### src/rtl/voice_allocator.sv
// Note-event to voice allocator in front of the adsr bank: retrigger > idle > releasing > steal-oldest.
// Optional VOICE_ALLOC_STEAL_EN enables stealing; without it a note-on that finds every voice busy is dropped.
module voice_allocator #(
  parameter int VOICES    = 4,
  parameter int NOTE_BITS = 7,
  parameter int VEL_BITS  = 7,
  parameter int AGE_BITS  = 4
) (
  input  logic                          clk,
  input  logic                          reset,
  input  logic                          ev_valid,
  output logic                          ev_ready,
  input  logic                          ev_on,
  input  logic [NOTE_BITS-1:0]          ev_note,
  input  logic [VEL_BITS-1:0]           ev_velocity,
  input  logic [VOICES-1:0]             active,
  output logic [VOICES-1:0]             gate,
  output logic [VOICES*NOTE_BITS-1:0]   note,
  output logic [VOICES*VEL_BITS-1:0]    velocity
);
  localparam int TW = $clog2(VOICES);

  typedef enum logic [1:0] {S_IDLE, S_DECIDE, S_ASSERT} state_e;

  state_e                             state_q, state_d;
  logic                               rdy_q;
  logic                               on_q, on_d;
  logic [NOTE_BITS-1:0]               evn_q, evn_d;
  logic [VEL_BITS-1:0]                evv_q, evv_d;
  logic [TW-1:0]                      tgt_q, tgt_d;
  logic [VOICES-1:0]                  gate_q, gate_d;
  logic [VOICES*NOTE_BITS-1:0]        note_q, note_d;
  logic [VOICES*VEL_BITS-1:0]         vel_q, vel_d;
  logic [VOICES-1:0][AGE_BITS-1:0]    age_q, age_d;

  logic [VOICES-1:0]                  same, idle, free;
  logic [TW-1:0]                      oldest, sel;
  logic [AGE_BITS-1:0]                best;
  logic                               take;

  function automatic logic [TW-1:0] lowest(input logic [VOICES-1:0] v);
    lowest = '0;
    for (int i = VOICES-1; i >= 0; i--) begin
      if (v[i]) lowest = TW'(i);
    end
  endfunction

  // rdy_q holds ev_ready low until the first edge after reset is released
  assign ev_ready = rdy_q && (state_q == S_IDLE);
  assign gate     = gate_q;
  assign note     = note_q;
  assign velocity = vel_q;

  always_comb begin
    same   = '0;
    oldest = '0;
    best   = '0;
    for (int i = 0; i < VOICES; i++) begin
      same[i] = gate_q[i] && (note_q[i*NOTE_BITS +: NOTE_BITS] == evn_q);
      if (gate_q[i] && (age_q[i] > best)) begin
        best   = age_q[i];
        oldest = TW'(i);
      end
    end
    free = ~gate_q;
    idle = ~gate_q & ~active;
    if (|same)      sel = lowest(same);
    else if (|idle) sel = lowest(idle);
    else if (|free) sel = lowest(free);
    else            sel = oldest;
`ifdef VOICE_ALLOC_STEAL_EN
    take = 1'b1;
`else
    take = (|same) || (|free);
`endif
  end

  always_comb begin
    state_d = state_q;
    on_d    = on_q;
    evn_d   = evn_q;
    evv_d   = evv_q;
    tgt_d   = tgt_q;
    gate_d  = gate_q;
    note_d  = note_q;
    vel_d   = vel_q;
    age_d   = age_q;
    case (state_q)
      S_IDLE: begin
        if (ev_valid && ev_ready) begin
          on_d    = ev_on;
          evn_d   = ev_note;
          evv_d   = ev_velocity;
          state_d = S_DECIDE;
        end
      end
      S_DECIDE: begin
        state_d = S_IDLE;
        if (!on_q) begin
          gate_d = gate_q & ~same;
        end else if (take) begin
          tgt_d = sel;
          note_d[sel*NOTE_BITS +: NOTE_BITS] = evn_q;
          vel_d[sel*VEL_BITS +: VEL_BITS]    = evv_q;
          for (int i = 0; i < VOICES; i++) begin
            if (TW'(i) == sel)       age_d[i] = '0;
            else if (age_q[i] != '1) age_d[i] = age_q[i] + 1'b1;
          end
          // a voice already gated needs one low cycle so the adsr sees a new rising edge
          if (gate_q[sel]) begin
            gate_d[sel] = 1'b0;
            state_d     = S_ASSERT;
          end else begin
            gate_d[sel] = 1'b1;
          end
        end
      end
      S_ASSERT: begin
        gate_d[tgt_q] = 1'b1;
        state_d       = S_IDLE;
      end
      default: state_d = S_IDLE;
    endcase
  end

  always_ff @(posedge clk or posedge reset) begin
    if (reset) begin
      state_q <= S_IDLE;
      rdy_q   <= 1'b0;
      on_q    <= 1'b0;
      evn_q   <= '0;
      evv_q   <= '0;
      tgt_q   <= '0;
      gate_q  <= '0;
      note_q  <= '0;
      vel_q   <= '0;
      age_q   <= '0;
    end else begin
      state_q <= state_d;
      rdy_q   <= 1'b1;
      on_q    <= on_d;
      evn_q   <= evn_d;
      evv_q   <= evv_d;
      tgt_q   <= tgt_d;
      gate_q  <= gate_d;
      note_q  <= note_d;
      vel_q   <= vel_d;
      age_q   <= age_d;
    end
  end
endmodule
### config.mk
export PLATFORM = sky130hd
export DESIGN_NAME = voice_allocator
export DESIGN_NICKNAME = d
export VERILOG_FILES = /design/src/rtl/voice_allocator.sv
export SDC_FILE = /design/constraint.sdc
export NUM_CORES = 1
export LEC_CHECK = 0
export ABC_AREA = 1
export CAP_MARGIN = 20
export CORE_UTILIZATION = 49
export CTS_CLUSTER_SIZE = 14
export DETAILED_ROUTE_END_ITERATION = 12
export GPL_ROUTABILITY_DRIVEN = 1
export GPL_TIMING_DRIVEN = 0
export PLACE_DENSITY_LB_ADDON = 0.2
export SKIP_CTS_REPAIR_TIMING = 1
export SYNTH_ARGS = -nofsm -noshare
export SYNTH_HDL_FRONTEND = slang
export SYNTH_SLANG_ARGS = --single-unit
### constraint.sdc
create_clock -name clk -period 4.9 [get_ports clk]
set_input_delay 1.225 -clock clk [delete_from_list [all_inputs] [get_ports clk]]
set_output_delay 1.225 -clock clk [all_outputs]
set_load 0.01 [all_outputs]
==> impl_metrics.json <==
{
  "max_clock_freq_ghz": 0.211,
  "drive_gt1_share_pct": 22.6,
  "max_slew.worst_pin.slew_ps": 582,
  "clkTransAtPathRegs_ps": 100,
  "die_w_microns": 106,
  "dp.final_hpwl_microns": 10800,
  "layout_commonest_cell": "sky130_fd_sc_hd__nand2_1",
  "crit_fanout": 6,
  "grt_usage_pct": 26.9,
  "setup.worst_path.start_class": "flop",
  "timing.max_cap.violations": 0,
  "vias_per_cell": 5.56,
  "largest_net_degree_at_the_start_of_global_routing": 74,
  "worst-endpoint-arrival_ps": 5030,
  "cts.path.max_buffers": 2,
  "finalCritPeriodShare_pct": 96.8,
  "clock-skew-final_ps": 13.9,
  "final-max-slew-violation-count": 0,
  "globalRouteOverflowTotal": 0,
  "numPlacedInstances": 875,
  "post_layout_nonfiller_instances": 922,
  "htreeDepth": 3,
  "cts_made_buffers": 9,
  "setup-tns-final_ps": 0,
  "grt_setup_unrepaired": "true",
  "core_region_area_sq_mm": 0.0104,
  "slew_headroom_pct": 61.2,
  "wire_length_of_the_first_global_routing_pass_microns": 23300,
  "first_pass_iters": 6,
  "setup_viol": 0,
  "timing.critical_path.buf_inv": 4,
  "first_global_vias": 4628,
  "area_growth_pct": 36.7,
  "synth.avg_cell_area_sq_um": 8.09,
  "timing.final.crit_period_ps": 4740,
  "die_height_microns": 106,
  "floorplan.io_pins": 83,
  "clockRootBuffer": "sky130_fd_sc_hd__clkbuf_8",
  "peakVddDrop_v": 0.000513,
  "power.leakage_nw": 3.37,
  "layout.nets": 824,
  "routability_congestion": 0.909,
  "hold_viol": 0,
  "port_buffers": 82,
  "fill_cells": 817,
  "timing.critical_path.slowest_stage_cell": "sky130_fd_sc_hd__dfrtp_1",
  "synth.ff_latch_count": 96,
  "number_of_antenna_violations_at_the_first_check_in_global_routing": 0,
  "tritoncts": "done",
  "synthTopCellsByArea": "sky130_fd_sc_hd__dfrtp_1, sky130_fd_sc_hd__nand2_1, sky130_fd_sc_hd__o21ai_0, sky130_fd_sc_hd__inv_1, sky130_fd_sc_hd__nand3_1",
  "placement_rows": 37,
  "cts_sinks": 96,
  "cp_data_required_time_ps": 5190,
  "dr_total_vias": 5130,
  "initial_core_util_pct": 50.9,
  "worst_hold_slack_ps": 492,
  "antenna_cells_inserted": 0,
  "drt-wirelength-per-cell_microns": 17.1,
  "drt_wl_total_microns": 15700,
  "totalPowerFinal_mw": 5.46,
  "synthesis.instances": 656,
  "post-synth-top-area-cell": "sky130_fd_sc_hd__dfrtp_1",
  "clk_lat_worst_skew_ps": 370,
  "crit_family": "simple AND/OR/NAND/NOR gates",
  "initial_drc_count": 435,
  "utilization_pct": 69.6,
  "critical_path.endpoint_type": "flop",
  "netlist_area_sq_mm": 0.00531,
  "yosysTopAreaCellShare_pct": 45.3,
  "outcome": "complete, no violations",
  "mappedNetlistNets": 699,
  "worst_hold_path_type": "flop to flop",
  "design.die.area_sq_mm": 0.0112,
  "slowest_delay_ps": 400,
  "number_of_warnings_printed_during_yosys_synthesis": 0,
  "power.density_cell_area_mw_per_mm2": 753,
  "final_cell_mix": "sky130_fd_sc_hd__nand2_1, sky130_fd_sc_hd__dfrtp_1, sky130_fd_sc_hd__clkdlybuf4s50_1, sky130_fd_sc_hd__o21ai_0, sky130_fd_sc_hd__inv_1",
  "antenna_violating_nets_post_route": 0,
  "sequential_fraction_of_the_synthesis_area_pct": 45.3,
  "worstSetupPathType": "flop to flop",
  "yosysUniqueCellTypes": 31,
  "post-route-drc-count": 0
}
[worst register-to-register path: cells and delay by family (launching register included)]
kind / cells / cell delay, ps
buffers and inverters: 4 / 450
AND/OR/NAND/NOR: 23 / 2050
AO/OA/AOI/OAI: 4 / 510
adder cells (fa/ha/maj): 5 / 1260
flip-flops: 1 / 400
[power by group]
group / internal [mW] / switching, mW
registers: 1.05 / 0.257
logic: 1.58 / 2.08
clock network: 0.193 / 0.305
total: 2.82 / 2.64
[cell families after synthesis]
family	share of synthesized area, %
other	0.0707
flip-flops	45.3
adder cells (fa/ha/maj)	4.95
AND/OR/NAND/NOR	23.5
XOR/XNOR	2.81
buffers and inverters	9.06
AO/OA/AOI/OAI	14.3
[metal layers]
layer  wire length (microns)  share of wire [%]  global-route usage, %  up-vias
li1                        -                  -                      -     2412
met1                    6740                 43                   37.4     2470
met2                    7580                 48                   43.0      211
met3                     976                6.2                   3.56       37
met4                     449                2.9                   9.72        0
met5                       0                  0                      0        -
[registers in the layout, indices dropped and copies added (netlist names), named ones only]
signal	count
age_q	16
velocity	28
state_q	2
evn_q	7
on_q	1
rdy_q	1
tgt_q	2
evv_q	7
note	28
[synth_stat cells, drive strengths merged]
cell / number
xor2: 8
conb: 1
nor2: 37
dfrtp: 96
a21oi: 19
nor3b: 1
nand3: 54
nor3: 10
buf: 20
o21ai: 107
nand4: 13
clkbuf: 8
and3: 1
ha: 21
nand2: 158
o21a: 3
inv: 79
o22ai: 11
xnor2: 9
[through the flow]
step | setup WS, ps | instance area, sq um
2_1_floorplan | 145 | 5310
3_3_place_gp | -813 | 6300
3_5_place_dp | -1040 | 6330
4_1_cts | -1090 | 6500
5_1_grt | -122 | 7250
6_report | 156 | 7250
[final timing paths]
| kind | depth (start not counted) | start | slack (ps) | to |
|---|---|---|---|---|
| hold / removal | 2 | velocity[24] | 490 | velocity[24] |
| setup reg to reg | 36 | age_q[1] | 160 | note[6] |
| hold reg to reg | 2 | velocity[24] | 490 | velocity[24] |
| min in group asynchronous | 2 | reset | 1170 | velocity[23] |
| max in group asynchronous | 3 | reset | 3050 | asynchronous set/reset pin |
| setup / recovery | 36 | age_q[1] | 160 | note[6] |
[final cells by class]
class	instances	area (sq um)	area share, %
buffer	27	241	3.33
clock buffer	10	128	1.76
clock inverter	6	50.0	0.690
inverter	79	339	4.67
multi-input combinational	454	2800	38.6
sequential	96	2400	33.1
tap	136	170	2.35
timing repair buffer	114	1120	15.5
No activity file was read; power rests on OpenSTA's default activity.
